==> config.mk <==
export PLATFORM = sky130hd
export DESIGN_NAME = vga_pixel_ctrl
export DESIGN_NICKNAME = d
export VERILOG_FILES = /design/src/rtl/vga_pixel_ctrl.sv
export SDC_FILE = /design/constraint.sdc
export NUM_CORES = 1
export LEC_CHECK = 0
export ABC_CLOCK_PERIOD_IN_PS = 2600
export BUFFER_PORTS_ARGS = -buffer_cell sky130_fd_sc_hd__buf_2
export CAP_MARGIN = 10
export CORE_MARGIN = 3
export CORE_UTILIZATION = 55
export CTS_BUF_LIST = sky130_fd_sc_hd__clkbuf_4
export DETAILED_ROUTE_END_ITERATION = 16
export PLACE_DENSITY = 0.9
export SETUP_SLACK_MARGIN = 0.05
export SYNTH_ARGS = -nofsm -noshare
export SYNTH_HDL_FRONTEND = slang
export SYNTH_SLANG_ARGS = --single-unit
==> constraint.sdc <==
create_clock -name clk -period 2.6 [get_ports clk]
set_input_delay 0.13 -clock clk [delete_from_list [all_inputs] [get_ports clk]]
set_output_delay 0.13 -clock clk [all_outputs]
set_load 0.05 [all_outputs]
==> src/rtl/vga_pixel_ctrl.sv <==
// vga_pixel_ctrl: 640x480@60 raster scheduler with framebuffer fetch and delay-matched sync/blank/index outputs.
// Optional feature macro: SCALE2X_EN (320x240 framebuffer, each pixel shown as a 2x2 block).
// Ports:
//   clk, rst_n   clock, asynchronous active-low reset
//   pix_en       pixel strobe; all state advances only when 1
//   fb_rd        framebuffer read strobe, one per fetched pixel
//   fb_addr      framebuffer read address
//   fb_data      palette index returned one pixel tick after fb_rd
//   color_idx    palette index to the colour decoder (BLANK_IDX while blanked)
//   hsync/vsync  active-low sync pulses
//   blank_n      1 during visible pixels
//   frame_start  pulse while the counters sit at (0,0)
module vga_pixel_ctrl #(
    parameter int         H_ACTIVE  = 640,
    parameter int         H_FP      = 16,
    parameter int         H_SYNC    = 96,
    parameter int         H_BP      = 48,
    parameter int         V_ACTIVE  = 480,
    parameter int         V_FP      = 10,
    parameter int         V_SYNC    = 2,
    parameter int         V_BP      = 33,
    parameter int         ADDR_W    = 19,
    parameter logic [3:0] BLANK_IDX = 4'h7
) (
    input  logic              clk,
    input  logic              rst_n,
    input  logic              pix_en,
    output logic              fb_rd,
    output logic [ADDR_W-1:0] fb_addr,
    input  logic [3:0]        fb_data,
    output logic [3:0]        color_idx,
    output logic              hsync,
    output logic              vsync,
    output logic              blank_n,
    output logic              frame_start
);
    localparam int H_TOTAL  = H_ACTIVE + H_FP + H_SYNC + H_BP;
    localparam int V_TOTAL  = V_ACTIVE + V_FP + V_SYNC + V_BP;
    localparam int HW       = $clog2(H_TOTAL);
    localparam int VW       = $clog2(V_TOTAL);
    localparam int HS_START = H_ACTIVE + H_FP;
    localparam int HS_END   = HS_START + H_SYNC;
    localparam int VS_START = V_ACTIVE + V_FP;
    localparam int VS_END   = VS_START + V_SYNC;

    logic [HW-1:0]     h_q, h_d;
    logic [VW-1:0]     v_q, v_d;
    logic [ADDR_W-1:0] cur_addr;
    logic              h_last, sof, active, fetch, hs_raw, vs_raw;
    logic              act_q, hs_q, vs_q;
`ifdef SCALE2X_EN
    logic [ADDR_W-1:0] base_q, base_d, cur_base;
`else
    localparam int ADDR_MAX = H_ACTIVE * V_ACTIVE - 1;
    logic [ADDR_W-1:0] addr_q, addr_d;
`endif

    always_comb begin
        h_last = h_q == HW'(H_TOTAL - 1);
        h_d    = h_last ? '0 : h_q + 1'b1;
        v_d    = !h_last ? v_q : (v_q == VW'(V_TOTAL - 1) ? '0 : v_q + 1'b1);
        sof    = h_q == '0 && v_q == '0;
        active = h_q < HW'(H_ACTIVE) && v_q < VW'(V_ACTIVE);
        hs_raw = !(h_q >= HW'(HS_START) && h_q < HW'(HS_END));
        vs_raw = !(v_q >= VW'(VS_START) && v_q < VW'(VS_END));
`ifdef SCALE2X_EN
        // Line base advances only after odd lines so each stored row is shown twice;
        // the last active line does not advance so the address stays in range.
        cur_base = sof ? '0 : base_q;
        cur_addr = cur_base + ADDR_W'(h_q >> 1);
        fetch    = active && !h_q[0];
        base_d   = (h_last && v_q[0] && v_q < VW'(V_ACTIVE - 1)) ? cur_base + ADDR_W'(H_ACTIVE / 2) : cur_base;
`else
        // Running address replaces y*H_ACTIVE+x; it saturates after the last visible pixel.
        cur_addr = sof ? '0 : addr_q;
        fetch    = active;
        addr_d   = (active && cur_addr != ADDR_W'(ADDR_MAX)) ? cur_addr + 1'b1 : cur_addr;
`endif
    end

    always_ff @(posedge clk or negedge rst_n) begin
        if (!rst_n) begin
            h_q         <= '0;
            v_q         <= '0;
`ifdef SCALE2X_EN
            base_q      <= '0;
`else
            addr_q      <= '0;
`endif
            frame_start <= 1'b0;
            fb_rd       <= 1'b0;
            fb_addr     <= '0;
            act_q       <= 1'b0;
            hs_q        <= 1'b1;
            vs_q        <= 1'b1;
            color_idx   <= BLANK_IDX;
            blank_n     <= 1'b0;
            hsync       <= 1'b1;
            vsync       <= 1'b1;
        end else if (pix_en) begin
            h_q         <= h_d;
            v_q         <= v_d;
`ifdef SCALE2X_EN
            base_q      <= base_d;
`else
            addr_q      <= addr_d;
`endif
            frame_start <= sof;
            fb_rd       <= fetch;
            if (fetch)
                fb_addr <= cur_addr;
            act_q       <= active;
            hs_q        <= hs_raw;
            vs_q        <= vs_raw;
            // Without a fresh read (odd column in 2x mode) the previous index is repeated.
            color_idx   <= !act_q ? BLANK_IDX : (fb_rd ? fb_data : color_idx);
            blank_n     <= act_q;
            hsync       <= hs_q;
            vsync       <= vs_q;
        end
    end
endmodule

# == Yosys cells after proc, flatten, opt, wreduce, memory -nomap -nowiden ==
# Cells that the tools add are included.
# classes
n_lt_le_gt_ge,6
reduce_logical,12
n_eq_ne,4
n_addsub,3
mux,5
# op_table
op,n
$mux 19,2
$add 10x1->10 const B,2
$eq 10x10->1 const B,2
$logic_not 10->1,2
$lt 10x10->1 const B,2
$lt 10x9->1 const B,2
$mux 10,2
$add 19x1->19 const B,1
$ne 19x19->1 const B,1
$ge 10x10->1 const B,1
$ge 10x9->1 const B,1
$reduce_and 2->1,3
$logic_and 1x1->1,5
$mux 4,1
$logic_not 1->1,2
$ne 2x2->1 const B,1
# word_totals
elab_cells,42
reg_bits,69
output_inout_bits,28
in_bits,7

# == Depth between registers and ports, before layout ==
# logic_depth
depth_word,6
depth_mapped,14
ltp_nobuf,12

# == Worst setup path before layout ==
# No wires, ideal clock.
# synth_path
path_type,register -> register
start,register v_q[5]
end,register addr_q[4]
t_arrival_ns,2.722
slack_ns,-0.246
setup_time_ns,0.124
path_stages_with_launch,13
n_path_buf,3
cell_sequence,dfrtp_1 > or4_4 > nor4_4 > and2_1 > buf_4 > buf_2 > nor2_1 > ha_1 > nand4_1 > or3_1 > buf_2 > a31oi_1 > o31a_1
# synth_between
elab_chain_cells,6
# synth_rtl
element,line,source
"start, declared",47,"logic [VW-1:0] v_q, v_d;"
"start signal, assigned",102,v_q <= v_d;
$logic_not 10->1 *,62,sof = h_q == '0 && v_q == '0;
$logic_and 1x1->1 *,62,
$mux 19 *,75,cur_addr = sof ? '0 : addr_q;
via cur_addr[1],48,logic [ADDR_W-1:0] cur_addr;
branches (longest 2 deep; another with $add 19x1->19),-,
$mux 19 *,77,addr_d = (active && cur_addr != ADDR_W'(ADDR_MAX)) ? cur_addr + 1'b1 : cur_addr;
"end signal, assigned",106,addr_q <= addr_d;
"end, declared",55,"logic [ADDR_W-1:0] addr_q, addr_d;"
# Mark *: on every way through the listed nets, which the timed path passes.
# A chain may end at the register's enable or synchronous reset.

# == Worst setup path in the final report ==
# layout_path
start,register h_q[9]
end,register addr_q[6]
# layout_between
elab_chain_cells,6
# layout_rtl
element,line,source
"start, declared",46,"logic [HW-1:0] h_q, h_d;"
"start signal, assigned",83,h_q <= '0;
"start signal, assigned",101,h_q <= h_d;
$logic_not 10->1 *,62,
$logic_and 1x1->1 *,62,
$mux 19 *,75,
via cur_addr[0],48,
branches (longest 2 deep; another with $add 19x1->19),-,
$mux 19 *,77,
# Marks and branches as above.

==> run summary <==
* Max Cap Viol: 0
* # rows: 27
* Post-Synth Simple-Gate Area: 23.1%
* # setup viols final: 2
* fin cells: 498
* remaining design rule violation count: 0
* Final Hold Viols: 0
* element type at the critical path end: register
* pin slew with the least headroom to its limit: 601 ps
* number of primary I/O pins: 35
* part of the Yosys area used for sequential elements: 51.2%
* source-to-sink clock delay at the later pin of the worst-skew pair: 420 ps
* clock tree sinks: 69
* CTS tree: done
* Power, Total: 2.89 mW
* achievable clock frequency: 376 MHz
* cell types with the largest area share after synthesis: sky130_fd_sc_hd__dfrtp_1 46%, sky130_fd_sc_hd__nand2_1 6.8%, sky130_fd_sc_hd__dfstp_2 5.4%
* Final Util: 73.2%
* worst setup margin: -56.6 ps
* complex-gate fraction of the synthesized area: 12.5%
* pin count of the biggest net entering global routing: 37
* count of buffers inserted at the top-level ports: 34
* Post-Synth XOR/XNOR Area: 4.91%
* headroom to the max-slew limit: 59.6%
* run status: finished with violations
* Yosys top cell by area: sky130_fd_sc_hd__dfrtp_1
* arrival time of the worst setup path: 2970 ps
* Final Max Tran Viols: 0
* Final GP Congestion: 0.882
* CTS clk-pin slew, worst paths: 120 ps
* commonest cells in the synthesized netlist: 62 x sky130_fd_sc_hd__dfrtp_1, 61 x sky130_fd_sc_hd__nand2_1, 27 x sky130_fd_sc_hd__o21ai_0
* die width: 84.5 microns
* fraction of post-synthesis cell area in the top cell type by area: 45.7%
* Setup Skew: 11.5 ps
* number of inserted diodes: 0
* global-route wire length before repair: 13.4 mm
* root buffer selected by CTS: sky130_fd_sc_hd__clkbuf_4
* power share of the clock group: 24.4%
* Post-Syn Instances: 353
* cell internal pwr: 1.83 mW
* area delta synth->final: 23.9%
* DRT iter0 DRCs: 284
* mux share of post-synthesis cell area: 2.55%
* pwr/cell area: 686 mW/mm^2
* worst min-delay path category: input port to register
* proportion of synthesized flip-flops having asynchronous set or reset: 100%
* H-tree levels: 3
* yosys warns: 0
* largest family of logic cells by synthesized area: simple AND/OR/NAND/NOR gates
* Setup Total Neg Slack: -62.1 ps
* number of flip-flops and latches in the synthesized netlist: 69
* startpoint type of the worst setup path: register
* remaining number of nets flagged by the antenna check after routing: 0
* Floorplan Core Area: 0.00574 sq mm
* Gate power share: 28.3%
* number of nets in the synthesized netlist: 365
* Synth Area in Adders: 1.84%
* critical path class: register to register
* Top FF cell, synth: sky130_fd_sc_hd__dfrtp_1
* violated checks: negative setup slack
* maximum buffer depth of the clock tree: 2
* switching portion of total power: 36.7%
* most numerous cell in the Yosys netlist: sky130_fd_sc_hd__dfrtp_1
* total via count in the routed design: 3050
* TritonRoute pass-1 iters: 6
* post-synthesis area per instance: 9.61 sq um
* Tmin final: 2660 ps
* leftover overflow at the end of global routing: 0
* setup repair after global routing missed its margin: yes
* Die Outline Area: 0.00715 sq mm
* leakage power total: 1.87 nW
* data required time at the worst endpoint: 2920 ps
* Die Y: 84.5 microns
* placed insts: 471
* CTS buffer count: 9
* maximum ir drop on the vdd rail: 0.521 mV
* switching power total: 1.06 mW
* number of global-route vias before repair: 2855
* maximum net fanout on the critical path: 5
* area of the mapped netlist: 0.00339 sq mm
* initial antenna violation count: 0
* mean routed wirelength per cell: 16.9 microns
* Layout Nets: 433
* fraction of the cycle the final worst path needs: 102%
* layout cells sized above 1: 30.3%
* number of distinct library cell variants in the gate-level netlist after synthesis: 53
* overall routing resource usage: 23.1%
* Sequential Power Share: 47.3%
* hpwl dp: 5.63 mm
* Detailed Route WL: 8.40 mm
* number of enable-type register cells in the synthesized netlist: 0
* initial standard-cell utilization of the core: 59.1%
* per-cell via count in the routed design: 6.12
-- per-stage QoR --
step	hold slack, ps	cell area, sq um	setup slack [ps]
3_3_place_gp	107	3810	107
6_report	93.5	4200	-56.6
5_1_grt	138	4200	-201
2_1_floorplan	-166	3420	-74.8
3_5_place_dp	113	3810	5.23
4_1_cts	63.3	4050	5.76
-- state kept, by name, indices dropped and copies added, names as in the netlist --
name         cells
fb_addr         19
v_q             10
hs_q             1
h_q             10
blank_n          1
addr_q          19
color_idx        4
act_q            1
frame_start      1
vsync            1
vs_q             1
hsync            1
-- placed cells by master, fill, tap and decap left out, types with 9 or more instances in the layout --
cell type and instances:
sky130_fd_sc_hd__a31oi_1 9, sky130_fd_sc_hd__buf_2 34, sky130_fd_sc_hd__buf_4 33, sky130_fd_sc_hd__clkbuf_4 9, sky130_fd_sc_hd__dfrtp_1 62, sky130_fd_sc_hd__inv_1 14
sky130_fd_sc_hd__nand2_1 60, sky130_fd_sc_hd__nand3_1 15, sky130_fd_sc_hd__nor2_1 18, sky130_fd_sc_hd__o21ai_0 25, sky130_fd_sc_hd__xnor2_1 15
-- cells by family after synthesis --
kind of cell,count (synthesis)
buf+inv,32
xor+xnor,19
simple gates,154
compound gates,66
flops,69
fa+ha+maj,5
mux,8
-- repair_timing --
item,4_1_cts,5_1_grt
endpoints found under the setup margin,12,19
pin swaps,5,11
hold buffers,5,0
hold endpoints to repair,25,0
setup buffers,3,3
resized for setup,5,28
-- power by group through the flow --
stage / logic (mW) / clock network (mW) / registers, mW
2_1_floorplan: 0.341 / 0 / 1.51
3_3_place_gp: 0.710 / 0 / 1.36
3_5_place_dp: 0.742 / 0 / 1.37
4_1_cts: 0.765 / 0.719 / 1.35
5_1_grt: 0.883 / 0.771 / 1.38
6_report: 0.816 / 0.705 / 1.37
-- worst paths after layout --
path,start,cells after the start,endpoint,slack [ps]
worst max register to register,h_q[9],10,addr_q[6],-60
min in group asynchronous,rst_n,2,fb_addr[10],170
max in group asynchronous,rst_n,3,vs_q,1680
worst min-delay path,pix_en,4,hs_q,90
worst min register to register,fb_addr[8],2,fb_addr[8],480
worst max-delay path,h_q[9],10,addr_q[6],-60
-- layer usage --
| layer | part of all wire [%] | vias to the layer above | track usage [%] |
|---|---|---|---|
| met5 | 0 | - | 0 |
| met4 | 3.0 | 0 | 8.35 |
| met3 | 6.4 | 24 | 5.79 |
| met2 | 52 | 149 | 40.4 |
| met1 | 39 | 1490 | 27.4 |
| li1 | - | 1387 | - |
-- worst max-delay path, stage by stage, from the launching register on --
cell                      delay, ps
sky130_fd_sc_hd__dfrtp_1        390
sky130_fd_sc_hd__or4_4          560
sky130_fd_sc_hd__nor4_4         320
sky130_fd_sc_hd__nand2_1        110
sky130_fd_sc_hd__and2_4         170
sky130_fd_sc_hd__ha_4           170
sky130_fd_sc_hd__nand4_1        160
sky130_fd_sc_hd__buf_4          170
sky130_fd_sc_hd__nor3_4          50
sky130_fd_sc_hd__o211a_1        220
sky130_fd_sc_hd__a211o_1        220
-- final cells by class --
cell class | instances | area (sq um)
inverters | 15 | 56.3
clock inverters | 7 | 76.3
well taps | 72 | 90.1
clock buffers | 9 | 67.6
flip-flops and latches | 69 | 1740
multi-input cells | 252 | 1690
fillers | 393 | 1540
repair buffers | 74 | 490
No activity file was read; power rests on OpenSTA's default activity.
